**src/rtl/final_project_pkg.sv**
```systemverilog
// Shared constants for the rhythm-game hit scorer: lane count, point values, score ceiling,
// active-low seven-segment patterns {g,f,e,d,c,b,a}, and a saturating 3-digit BCD adder.
package final_project_pkg;

    localparam int NUM_LANES = 3;
    localparam int PTS_HIT   = 1;
    localparam int PTS_PERF  = 2;

    localparam logic [11:0] SCORE_MAX_BCD = 12'h999;

    // Index n holds the pattern for digit n.
    localparam logic [9:0][6:0] SEG7_ENC = {
        7'b0010000,  // 9
        7'b0000000,  // 8
        7'b1111000,  // 7
        7'b0000010,  // 6
        7'b0010010,  // 5
        7'b0011001,  // 4
        7'b0110000,  // 3
        7'b0100100,  // 2
        7'b1111001,  // 1
        7'b1000000   // 0
    };

    localparam logic [6:0] SEG7_BLANK = 7'b1111111;

    // Adds a small binary increment (0..9) to a 3-digit BCD value, clamping at 999.
    function automatic logic [11:0] bcd_add_sat(input logic [11:0] a, input logic [3:0] inc);
        logic [4:0]  dsum;
        logic [3:0]  carry;
        logic [11:0] res;
        carry = inc;
        res   = '0;
        for (int k = 0; k < 3; k++) begin
            dsum = {1'b0, a[4*k +: 4]} + {1'b0, carry};
            if (dsum > 5'd9) begin
                dsum = dsum + 5'd6;
                carry = 4'd1;
            end else begin
                carry = 4'd0;
            end
            res[4*k +: 4] = dsum[3:0];
        end
        return (carry != 4'd0) ? SCORE_MAX_BCD : res;
    endfunction

endpackage

```
**src/rtl/final_project_key_debounce.sv**
```systemverilog
// Synchronizes and debounces one active-low push-button and emits a one-cycle press pulse.
// Press appears 2 + DEBOUNCE_CYCLES + 1 cycles after a clean edge; no backpressure.
module final_project_key_debounce #(
    parameter int DEBOUNCE_CYCLES = 250000
) (
    input  logic clk_i,
    input  logic rst_i,
    input  logic key_n_i,
    output logic press_o
);
    localparam int CW = (DEBOUNCE_CYCLES < 2) ? 1 : $clog2(DEBOUNCE_CYCLES + 1);
    localparam logic [CW-1:0] CNT_LAST = CW'(DEBOUNCE_CYCLES - 1);

    logic          sync1_q, sync2_q;
    logic [CW-1:0] cnt_q, cnt_d;
    logic          level_q, level_d;
    logic          level_prev_q;
    logic          rel_seen_q;
    logic          pressed;

    assign pressed = ~sync2_q;

    always_comb begin
        cnt_d   = '0;
        level_d = level_q;
        if (pressed != level_q) begin
            if (cnt_q == CNT_LAST) begin
                level_d = pressed;
            end else begin
                cnt_d = cnt_q + 1'b1;
            end
        end
    end

    // A key held through reset must be seen released once before it may fire.
    assign press_o = level_q & ~level_prev_q & rel_seen_q;

    always_ff @(posedge clk_i) begin
        if (rst_i) begin
            sync1_q      <= 1'b0;
            sync2_q      <= 1'b0;
            cnt_q        <= '0;
            level_q      <= 1'b0;
            level_prev_q <= 1'b0;
            rel_seen_q   <= 1'b0;
        end else begin
            sync1_q      <= key_n_i;
            sync2_q      <= sync1_q;
            cnt_q        <= cnt_d;
            level_q      <= level_d;
            level_prev_q <= level_q;
            if (sync2_q) rel_seen_q <= 1'b1;
        end
    end

endmodule

```
**src/rtl/final_project_seg7_decoder.sv**
```systemverilog
// Combinational BCD digit to active-low seven-segment {g,f,e,d,c,b,a}; codes above 9 blank.
module final_project_seg7_decoder
    import final_project_pkg::*;
(
    input  logic [3:0] bcd_i,
    output logic [6:0] seg_o
);
    always_comb begin
        seg_o = SEG7_BLANK;
        if (bcd_i <= 4'd9) seg_o = SEG7_ENC[bcd_i];
    end

endmodule

```
**src/rtl/final_project_hit_scorer.sv**
```systemverilog
// Judges debounced lane presses against the hit window and keeps a saturating BCD score.
// hit/perfect/score register on the edge that samples press; displays follow the score combinationally.
module final_project_hit_scorer
    import final_project_pkg::*;
#(
    parameter int DEBOUNCE_CYCLES = 250000,
    parameter int HIT_LO          = 380,
    parameter int HIT_HI          = 430,
    parameter int PERF_LO         = 400,
    parameter int PERF_HI         = 416
) (
    input  logic       clk,
    input  logic       rst,
    input  logic [3:0] key,
    input  logic [9:0] y1,
    input  logic [9:0] y2,
    input  logic [9:0] y3,
    output logic [2:0] hit,
    output logic [2:0] perfect,
    output logic [6:0] seg7_dig0,
    output logic [6:0] seg7_dig1,
    output logic [6:0] seg7_dig2
);
    logic [NUM_LANES-1:0] press;
    logic [9:0]           y_w [NUM_LANES];
    logic                 unused_key3;

    logic [NUM_LANES-1:0] armed_q, armed_d;
    logic [NUM_LANES-1:0] hit_q, hit_d;
    logic [NUM_LANES-1:0] perf_q, perf_d;
    logic [11:0]          score_q, score_d;
    logic [3:0]           pts;

    assign y_w[0]      = y1;
    assign y_w[1]      = y2;
    assign y_w[2]      = y3;
    assign unused_key3 = key[3];

    for (genvar i = 0; i < NUM_LANES; i++) begin : g_lane
        final_project_key_debounce #(
            .DEBOUNCE_CYCLES(DEBOUNCE_CYCLES)
        ) u_deb (
            .clk_i  (clk),
            .rst_i  (rst),
            .key_n_i(key[i]),
            .press_o(press[i])
        );
    end

    always_comb begin
        hit_d   = '0;
        perf_d  = '0;
        armed_d = armed_q;
        pts     = 4'd0;
        for (int i = 0; i < NUM_LANES; i++) begin
            if (int'(y_w[i]) < HIT_LO) begin
                armed_d[i] = 1'b1;
            end else if (press[i] && armed_q[i] && int'(y_w[i]) <= HIT_HI) begin
                hit_d[i]   = 1'b1;
                armed_d[i] = 1'b0;
                if (int'(y_w[i]) >= PERF_LO && int'(y_w[i]) <= PERF_HI) begin
                    perf_d[i] = 1'b1;
                    pts       = pts + 4'(PTS_PERF);
                end else begin
                    pts = pts + 4'(PTS_HIT);
                end
            end
        end
        score_d = bcd_add_sat(score_q, pts);
    end

    always_ff @(posedge clk) begin
        if (rst) begin
            armed_q <= '1;
            hit_q   <= '0;
            perf_q  <= '0;
            score_q <= '0;
        end else begin
            armed_q <= armed_d;
            hit_q   <= hit_d;
            perf_q  <= perf_d;
            score_q <= score_d;
        end
    end

    assign hit     = hit_q;
    assign perfect = perf_q;

    final_project_seg7_decoder u_dig0 (.bcd_i(score_q[3:0]),  .seg_o(seg7_dig0));
    final_project_seg7_decoder u_dig1 (.bcd_i(score_q[7:4]),  .seg_o(seg7_dig1));
    final_project_seg7_decoder u_dig2 (.bcd_i(score_q[11:8]), .seg_o(seg7_dig2));

endmodule

```
**config.mk**
```make
export PLATFORM = sky130hd
export DESIGN_NAME = final_project_hit_scorer
export DESIGN_NICKNAME = d
export VERILOG_FILES = /design/src/rtl/final_project_pkg.sv /design/src/rtl/final_project_key_debounce.sv /design/src/rtl/final_project_seg7_decoder.sv /design/src/rtl/final_project_hit_scorer.sv
export SDC_FILE = /design/constraint.sdc
export NUM_CORES = 1
export LEC_CHECK = 0
export ABC_AREA = 1
export BUFFER_PORTS_ARGS = -buffer_cell sky130_fd_sc_hd__buf_4
export CELL_PAD_IN_SITES_DETAIL_PLACEMENT = 0
export CELL_PAD_IN_SITES_GLOBAL_PLACEMENT = 1
export CORE_ASPECT_RATIO = 1.4
export CORE_UTILIZATION = 30
export CTS_BUF_LIST = sky130_fd_sc_hd__clkbuf_8 sky130_fd_sc_hd__clkbuf_16
export CTS_CLUSTER_DIAMETER = 150
export DETAILED_ROUTE_END_ITERATION = 8
export PLACE_DENSITY = 0.66
export SLEW_MARGIN = 0
export SYNTH_ARGS = -nofsm -noshare
export SYNTH_HDL_FRONTEND = slang
export SYNTH_SLANG_ARGS = --single-unit
```
**constraint.sdc**
```tcl
create_clock -name clk -period 10.2 [get_ports clk]
set_input_delay 2.04 -clock clk [delete_from_list [all_inputs] [get_ports clk]]
set_output_delay 2.04 -clock clk [all_outputs]
set_load 0.01 [all_outputs]
```
**After elaboration in Yosys (flattened, before gate mapping)**

Memories as Yosys holds them, arrays and structs flattened.
Index checks and enable logic that the tools add are counted.

- Add/sub/neg operators: 13
- $lt $le $gt $ge: 21
- Equality and inequality tests: 6
- Mux-type cells: 28
- Bitwise operators: 18
- Reductions and logical operators: 23

Operators with widths:

| operator | number |
|---|---|
| $le A10 B9 Y1 const B | 6 |
| $add A18 B1 Y18 const B | 3 |
| $eq A18 B18 Y1 const B | 3 |
| $mux W7 | 6 |
| $mux W4 | 9 |
| $ge A10 B9 Y1 const B | 3 |
| $lt A10 B9 Y1 const B | 3 |
| $reduce_or A3 Y1 | 6 |
| $gt A5 B4 Y1 const B | 3 |
| $lt A4 B5 Y1 const B | 3 |
| $add A4 B3 Y4 const B | 3 |
| $le A4 B4 Y1 const B | 3 |
| $mux W12 | 1 |
| $not A1 Y1 | 12 |
| $add A4 B1 Y5 | 2 |
| $logic_and A1 B1 Y1 | 9 |
| $mux W1 | 9 |
| $add A4 B1 Y4 const B | 2 |
| $add A4 B2 Y4 const B | 2 |
| $reduce_or A2 Y1 | 4 |
| $and A1 B1 Y1 | 6 |
| $mux W2 | 3 |
| $reduce_and A2 Y1 | 3 |
| $add A4 B4 Y5 | 1 |
| other kinds (2) | 4 |

- Flip-flop bits (word level): 90
- Memory bits (read-only): 336
- Input port bits: 36
- Output and inout port bits: 27
- Memories: 3

Memories:

| name | words | bits a word | rd ports | clocked after Yosys merged registers in | wr ports | line | source |
|---|---|---|---|---|---|---|---|
| (name not given) | 16 | 7 | 1 | 0 | 0 | final_project_seg7_decoder.sv:10 | `if (bcd_i <= 4'd9) seg_o = SEG7_ENC[bcd_i];` |
| (name not given) | 16 | 7 | 1 | 0 | 0 | final_project_seg7_decoder.sv:10 |  |
| (name not given) | 16 | 7 | 1 | 0 | 0 | final_project_seg7_decoder.sv:10 |  |

**Longest topological paths before layout**

Gate-level depths: netlist (run 1).

- Depth in word-level cells: 26
- Mapped depth: 50

**Cells and area by module**

A second synthesis (run 1) with hierarchy kept.

- Cell total of the unflattened synthesis: 804
- Area, all modules: 5541.6 µm²

By module, submodules not included:

| module | times used | cells each | area each (µm²) |
|---|---|---|---|
| final_project_key_debounce | 3 | 155 | 1119.8 |
| final_project_hit_scorer | 1 | 246 | 1592.8 |
| final_project_seg7_decoder | 3 | 31 | 196.4 |

**Least setup slack after synthesis (run 1)**

OpenSTA, ideal clock, no wires.

- Path type: input to register
- Start point: in y1[9]
- End point: reg score_q[2]
- Data arrival time: 7.500 ns
- Path slack: 2.614 ns
- Cell stages on the path: 46
- Buffers on the path: 0
- Cell sequence: inv_1 nand2_1 nor2_1 o21ai_1 a21oi_2 inv_1 nor2_2 ha_1 nand2_1 nand3_1 o21a_1 ha_1 nor2_1 nor2_1 nand2_1 nand2_1 fa_1 xor2_1 [... 10 more ...] inv_1 ha_1 inv_1 nor2_1 nor2_1 nand2_1 nand2_1 ha_1 ha_1 xor2_1 inv_2 ha_1 inv_1 o211ai_1 nand2_1 inv_1 nand2_2 a211oi_1

- Word-level cells in the longest chain between the ends: 24

Ends and longest elaborated chain:

| item | line | source |
|---|---|---|
| start, declared | final_project_hit_scorer.sv:15 | `input logic [9:0] y1,` |
| $ge A10 B9 Y1 or $le A10 B9 Y1 (tied branches) | final_project_hit_scorer.sv:61 | `if (int'(y_w[i]) >= PERF_LO && int'(y_w[i]) <= PERF_HI) begin` |
| $logic_and A1 B1 Y1 | final_project_hit_scorer.sv:61 |  |
| $mux W2 | final_project_hit_scorer.sv:61 |  |
| $mux W2 | final_project_hit_scorer.sv:58 | `end else if (press[i] && armed_q[i] && int'(y_w[i]) <= HIT_HI) begin` |
| $mux W2 * | final_project_hit_scorer.sv:56 | `if (int'(y_w[i]) < HIT_LO) begin` |
| $add A4 B1 Y4 or $add A4 B2 Y4 (tied branches) | final_project_hit_scorer.sv:65, final_project_hit_scorer.sv:63 |  |
| $mux W4 | final_project_hit_scorer.sv:61 |  |
| $mux W4 | final_project_hit_scorer.sv:58 |  |
| [... 8 more ...] | - |  |
| $add A4 B1 Y5 | final_project_pkg.sv:35 | `dsum = {1'b0, a[4*k +: 4]} + {1'b0, carry};` |
| $gt A5 B4 Y1 | final_project_pkg.sv:36 | `if (dsum > 5'd9) begin` |
| $mux W1 | final_project_pkg.sv:36 |  |
| $add A4 B1 Y5 | final_project_pkg.sv:35 |  |
| $gt A5 B4 Y1 | final_project_pkg.sv:36 |  |
| $mux W1 | final_project_pkg.sv:36 |  |
| $reduce_bool A4 Y1 | final_project_pkg.sv:44 | `return (carry != 4'd0) ? SCORE_MAX_BCD : res;` |
| $reduce_or A2 Y1 (no line) | - |  |
| end signal, assigned | final_project_hit_scorer.sv:82 | `score_q <= score_d;` |
| end, declared | final_project_hit_scorer.sv:31 | `logic [11:0] score_q, score_d;` |

Mark *: on every way between the ends. The rest lies on a longest branch, timed or not.
A chain may end at the register's enable or synchronous reset.

**Worst setup path after layout (run 1)**

Ends and elaborated chain as after synthesis.

==> flow_summary_export.csv, run 1 <==
group,metric,value,unit
job,drv_cap,0,
logic_synthesis,synth_fa_ha_area_share,8.12,%
route,detailedRoute.firstIterationViolations,132,
route,vias,4462,
critical_path,critical_path.max_fanout,6,
logic_synthesis,synth_area,5180,um^2
final_layout,final_core_util,36.3,%
logic_synthesis,netlist.area_leader.share,34.8,%
floorplanning,placeableCoreArea,16800,um^2
grt,grt_usage,12.6,%
sta,fin_skew,11.0,ps
route,wl_per_cell,10.9,um
logic_synthesis,syn_avg_cell_area,7.32,um^2
grt,antenna_found_initial,0,
sta,max-slew-margin-rel,46.2,%
final_layout,multi_input_area,2890,um^2
sta,hold_viol,0,
hold_path,hold_path_depth,2,
critical_path,crit_path_frequent_cell,"ha_1",
place,globalplace.congestion,0.776,
sta,setup_tns,0,ps
grt,grt_pass1_wl,18300,um
logic_synthesis,synth_xor_xnor_area_share,3.87,%
power_and_ir_drop,power.density,115,nW/um^2
floorplanning,fp.dieW,113,um
sta,fin_crit_sh,80.3,%
floorplanning,fp.dieH,157,um
critical_path,end_kind,"register",
critical_path,critPathArrivalTime,8450,ps
sta,rsz0062_at_grt,"no",
power_and_ir_drop,power,0.703,mW
sta,worst_slew_pin_slew,805,ps
floorplanning,rows,56,
logic_synthesis,synth-compound-area-share,11.3,%
logic_synthesis,yosysWarnings,0,
sta,max_clock_freq,0.122,GHz
critical_path,path_class,"primary input to register",
critical_path,path_depth,47,
power_and_ir_drop,ir_worst_vdd,0.0765,mV
critical_path,worstPathRequired,10460,ps
grt,grt_pass1_vias,4400,
critical_path,crit_buf_inv,10,
place,dp_hpwl,8520,um
logic_synthesis,yosysTopAreaCell,"dfxtp_1",
sta,fin_ws,2010,ps
final_layout,layout-drive-gt1-share,18.3,%
outcome,run_status,"complete, no violations",
cts,postCtsSetupBuffers,0,
cts,clk_latency,340,ps
floorplanning,start_util,30.8,%
logic_synthesis,yosys.area_share.simple,32.5,%
route,ant_nets,0,
route,firstDrtPassIters,4,
grt,overflow,0,
critical_path,slowest_stage,"fa_1",
cts,cts_buffers,9,
logic_synthesis,synthArstFlopShare,0,%
floorplanning,io_pins,63,
final_layout,fillers,1796,
sta,slew_violations,0,
cts,cts_tree,"yes",
logic_synthesis,synth_area_leaders,"dfxtp_1, nand2_1, ha_1",
final_layout,mostFrequentLayoutCells,"nand2_1, inv_1, dfxtp_1",
logic_synthesis,ys_seq_area_share,34.8,%
sta,whs,410,ps
critical_path,crit_family,"adder cells",
logic_synthesis,synth_edf_count,0,
sta,setup_viol,0,
cts,holdBufCountCts,0,
logic_synthesis,synth_top_family_by_area,"simple AND/OR/NAND/NOR gates",
place,place_ws,1580,ps
hold_path,hold_path_class,"register to register",
logic_synthesis,synth_flop_cell,"dfxtp_1",
grt,grt_max_degree,27,
cts,htreeDepth,3,
power_and_ir_drop,p_leak,2.70,nW
logic_synthesis,synth_cells,707,
final_layout,diodes,0,
cts,post_cts_resized,0,
logic_synthesis,synth-seq-cells,90,
critical_path,rr_worst_depth,47,
cts,cts_sinks,90,
final_layout,syn_to_final_growth,17.9,%
logic_synthesis,synthMuxAreaShare,0,%
place,portBuffers,61,
critical_path,worst_path_largest_cell_delay,440,ps
floorplanning,die-area,17800,um^2
final_layout,final_common_cell,"nand2_1",
final_layout,fin_nets,840,
route,routed_wl,10700,um
cts,cts_root_buf,"clkbuf_16",
logic_synthesis,synth_cell_types,53,
logic_synthesis,synth_fp_nets,776,
route,drcViolationCount,0,
cts,path_clk_slew,70,ps
final_layout,seqCellArea,1800,um^2
route,routed_via_density,4.56,
cts,cts_buffer_depth,2,
critical_path,start_kind,"primary input",
sta,min_period,8190,ps
## cell families (layout without fill, tap and decap cells)
family          Yosys count  count (layout)
simple gates            340             340
buf+inv                 122             190
compound gates          100             100
flops                    90              90
fa+ha+maj                33              33
xor+xnor                 22              22
## final timing paths
check | endpoint | slack [ps] | startpoint
worst min register to register | g_lane[0].u_deb.sync2_q | 410 | g_lane[0].u_deb.sync1_q
worst max register to register | score_q[2] | 3650 | g_lane[0].u_deb.rel_seen_q
worst min-delay path | g_lane[0].u_deb.sync2_q | 410 | g_lane[0].u_deb.sync1_q
worst max-delay path | score_q[2] | 2010 | y1[9]
## sequential cells by signal (all words and copies together), names as in the netlist
name / count
g_lane.u_deb.level_q: 3
g_lane.u_deb.cnt_q: 54
armed_q: 3
g_lane.u_deb.rel_seen_q: 3
score_q: 12
hit: 3
perfect: 3
g_lane.u_deb.level_prev_q: 3
g_lane.u_deb.sync1_q: 3
g_lane.u_deb.sync2_q: 3
## per-stage QoR
step | std cells | area [um^2]
global placement | 963 | 5830
CTS | 978 | 6100
detailed placement | 963 | 5830
global route | 978 | 6100
finish | 978 | 6100
floorplan | 707 | 5180
## layout make-up
| class | count | share of cell area (%) |
|---|---|---|
| repair buffers | 61 | 7.50 |
| well taps | 203 | 4.16 |
| clock buffers | 10 | 3.92 |
| inverters | 114 | 7.01 |
| flip-flops and latches | 90 | 29.5 |
| multi-input cells | 495 | 47.4 |
| clock inverters | 5 | 0.513 |
## worst register-to-register path, delay by kind of cell (launching register included)
family | cells | cell delay, ps
AO/OA/AOI/OAI | 4 | 680
flip-flops | 1 | 310
XOR/XNOR | 3 | 500
adder cells (fa/ha/maj) | 10 | 2270
buffers and inverters | 9 | 710
AND/OR/NAND/NOR | 21 | 2000
## synth_stat cells, types with 2 or more instances
| cell | instances |
|---|---|
| nor3_4 | 2 |
| xnor2_1 | 5 |
| clkbuf_1 | 3 |
| ha_1 | 32 |
| nor2_1 | 81 |
| nand3_1 | 46 |
| nor3_1 | 15 |
| nand2_2 | 7 |
| or2_2 | 5 |
| o21ai_0 | 35 |
| o21a_1 | 5 |
| nand3_2 | 3 |
| or2_4 | 2 |
| o311ai_0 | 3 |
| nand4_1 | 10 |
| nor4_2 | 2 |
| o211ai_1 | 3 |
| buf_2 | 2 |
| nand2_1 | 121 |
| a21oi_1 | 34 |
| nor2_4 | 4 |
| a211oi_1 | 4 |
| nor4_1 | 6 |
| inv_2 | 10 |
| a31oi_1 | 4 |
| o21ai_1 | 2 |
| a21oi_2 | 5 |
| dfxtp_1 | 90 |
| inv_1 | 103 |
| nor2_2 | 14 |
| nor3_2 | 5 |
| nor3b_1 | 8 |
| xor2_1 | 16 |
## where the power goes
| group | total, mW | switching, mW | internal, mW |
|---|---|---|---|
| sequential | 0.358 | 0.00251 | 0.356 |
| clock | 0.306 | 0.137 | 0.170 |
| combinational | 0.0387 | 0.0224 | 0.0163 |
| total | 0.703 | 0.162 | 0.542 |
## metal layers
metal	wire, um	up-vias	global-route usage [%]	share of wire (%)
met1	4540	1990	12.5	42
met5	0	-	0	0
met2	5760	43	25.6	54
met3	214	15	1.89	2.0
met4	185	0	4.82	1.7
li1	-	2414	-	-
No activity file was read; power rests on OpenSTA's default activity.
==> inputs of run 2 (changes only) <==
--- a/config.mk
+++ b/config.mk
@@ -14,7 +14,7 @@
 export CTS_BUF_LIST = sky130_fd_sc_hd__clkbuf_8 sky130_fd_sc_hd__clkbuf_16
 export CTS_CLUSTER_DIAMETER = 150
 export DETAILED_ROUTE_END_ITERATION = 8
-export PLACE_DENSITY = 0.66
+export PLACE_DENSITY = 0.68
 export SLEW_MARGIN = 0
 export SYNTH_ARGS = -nofsm -noshare
 export SYNTH_HDL_FRONTEND = slang
==> constraint.sdc (replaced) <==
create_clock -name clk -period 6.7 [get_ports clk]
set_input_delay 1.34 -clock clk [delete_from_list [all_inputs] [get_ports clk]]
set_output_delay 1.34 -clock clk [all_outputs]
set_load 0.01 [all_outputs]
==> flow_summary_export.csv, run 2 (synthesized netlist as in run 1, its figures left out) <==
group,metric,value,unit
cts,clk_latency,340,ps
cts,cts_buffer_depth,2,
critical_path,crit_family,"adder cells",
critical_path,path_class,"primary input to register",
power_and_ir_drop,p_leak,2.99,nW
final_layout,largest_register,"g_lane.u_deb.cnt_q",
final_layout,mostFrequentLayoutCells,"nand2_1, buf_4, inv_1",
grt,grt_pass1_vias,4416,
sta,hold_viol,0,
sta,rsz0062_at_grt,"yes",
critical_path,reg2reg_slack,960,ps
place,place_area,6180,um^2
cts,htreeDepth,3,
grt,grt_usage,13.2,%
place,place_ws,-564,ps
critical_path,critPathArrivalTime,6790,ps
grt,antenna_found_initial,0,
final_layout,seqCellArea,1800,um^2
route,firstDrtPassIters,4,
place,portBuffers,61,
final_layout,largest_register_ffs,54,
final_layout,fin_nets,894,
floorplanning,fp.dieH,157,um
sta,setup_viol,0,
critical_path,rr_worst_depth,47,
route,ant_nets,0,
power_and_ir_drop,ir_worst_vdd,0.157,mV
floorplanning,fp.dieW,113,um
critical_path,end_kind,"register",
sta,slew_violations,0,
cts,path_clk_slew,70,ps
critical_path,crit_path_frequent_cell,"ha_4",
grt,overflow,0,
place,dp.cells,1003,
final_layout,final_cell_count_no_fill,1033,
final_layout,multi_input_area,3130,um^2
route,vias,4675,
place,dp_hpwl,8670,um
sta,max_clock_freq,0.152,GHz
sta,fin_crit_sh,98.2,%
sta,min_period,6580,ps
critical_path,worst_path_largest_cell_delay,370,ps
floorplanning,die-area,17800,um^2
job,drv_cap,0,
sta,setup_tns,0,ps
route,detailedRoute.firstIterationViolations,135,
grt,grt_max_degree,27,
critical_path,worstPathRequired,6910,ps
final_layout,top_regs,"g_lane.u_deb.cnt_q x54, score_q x12",
route,wl_per_cell,10.9,um
sta,fin_ws,119,ps
place,globalplace.congestion,0.764,
critical_path,slowest_stage,"fa_2",
sta,fin_skew,6.51,ps
route,drcViolationCount,0,
final_layout,final_area,6800,um^2
hold_path,hold_path_depth,2,
cts,cts_buffers,9,
hold_path,hold_path_class,"register to register",
route,routed_via_density,4.53,
grt,grt_pass1_wl,19200,um
critical_path,critical_path.max_fanout,5,
critical_path,path_depth,48,
route,routed_wl,11300,um
final_layout,fillers,1774,
critical_path,start_kind,"primary input",
final_layout,syn_to_final_growth,31.2,%
sta,max-slew-margin-rel,47.2,%
final_layout,final_core_util,40.4,%
critical_path,crit_buf_inv,13,
outcome,run_status,"complete, no violations",
power_and_ir_drop,power.density,163,nW/um^2
final_layout,diodes,0,
sta,worst_slew_pin_slew,790,ps
cts,cts_sinks,90,
cts,cts_root_buf,"clkbuf_16",
floorplanning,placeableCoreArea,16800,um^2
final_layout,layout-drive-gt1-share,28.9,%
cts,cts_tree,"yes",
floorplanning,rows,56,
floorplanning,start_util,30.8,%
floorplanning,io_pins,63,
==> run 2: cell types whose count changed in the layout (fill, tap and decap cells not counted), moves of 4 or more <==
| cell | previous run | this run |
|---|---|---|
| nor2_1 | 81 | 76 |
| nand2_2 | 7 | 13 |
| o21ai_1 | 2 | 6 |
| o21ai_0 | 35 | 30 |
| buf_6 | 0 | 6 |
| inv_2 | 10 | 15 |
| nand2_4 | 1 | 7 |
| ha_1 | 32 | 24 |
| inv_1 | 103 | 96 |
| buf_4 | 61 | 109 |
| nand2_1 | 121 | 109 |
| ha_4 | 0 | 7 |
==> run 2: what timing repair did <==
action | in CTS | in global routing
setup buffers | 7 | 8
pin swaps | 8 | 34
endpoints found under the setup margin | 12 | 12
hold buffers | 0 | 0
gates resized for setup | 19 | 43
==> run 2: report_power, final <==
| part | leakage, nW | internal (mW) | switching [mW] |
|---|---|---|---|
| registers | 0.728 | 0.542 | 0.00375 |
| logic | 2.12 | 0.0299 | 0.0380 |
| clock network | 0.147 | 0.267 | 0.226 |
| total | 2.99 | 0.839 | 0.267 |
==> run 2: final timing paths <==
| path | end | startpoint |
|---|---|---|
| max | score_q[3] | y1[9] |
| min | g_lane[2].u_deb.sync2_q | g_lane[2].u_deb.sync1_q |
| max reg2reg | score_q[3] | g_lane[0].u_deb.rel_seen_q |
| min reg2reg | g_lane[2].u_deb.sync2_q | g_lane[2].u_deb.sync1_q |
==> run 2: layout make-up <==
type / instances / share of cell area [%]
multi-input cells: 495 / 46.1
flip-flops and latches: 90 / 26.5
repair buffers: 115 / 13.0
inverters: 114 / 6.41
well taps: 203 / 3.74
clock buffers: 10 / 3.52
clock inverters: 6 / 0.737
==> run 2: stage by stage <==
step	total power, mW	hold WS [ps]
after CTS	1.12	431
final	1.11	426
after global routing	1.15	448
after global placement	0.622	410
after floorplan	0.593	388
after detailed placement	0.622	413
==> run 2: layer usage <==
metal	part of all wire (%)	GRT usage, %	vias up
met2	55	25.6	42
met4	1.3	4.14	0
met5	0	0	-
met1	42	14.5	2103
li1	-	-	2518
met3	1.7	2.08	12
==> run 2: worst min-delay path: stages (launching register included) <==
cell and delay (ps):
dfxtp_1 300, inv_1 40, nor2_1 40
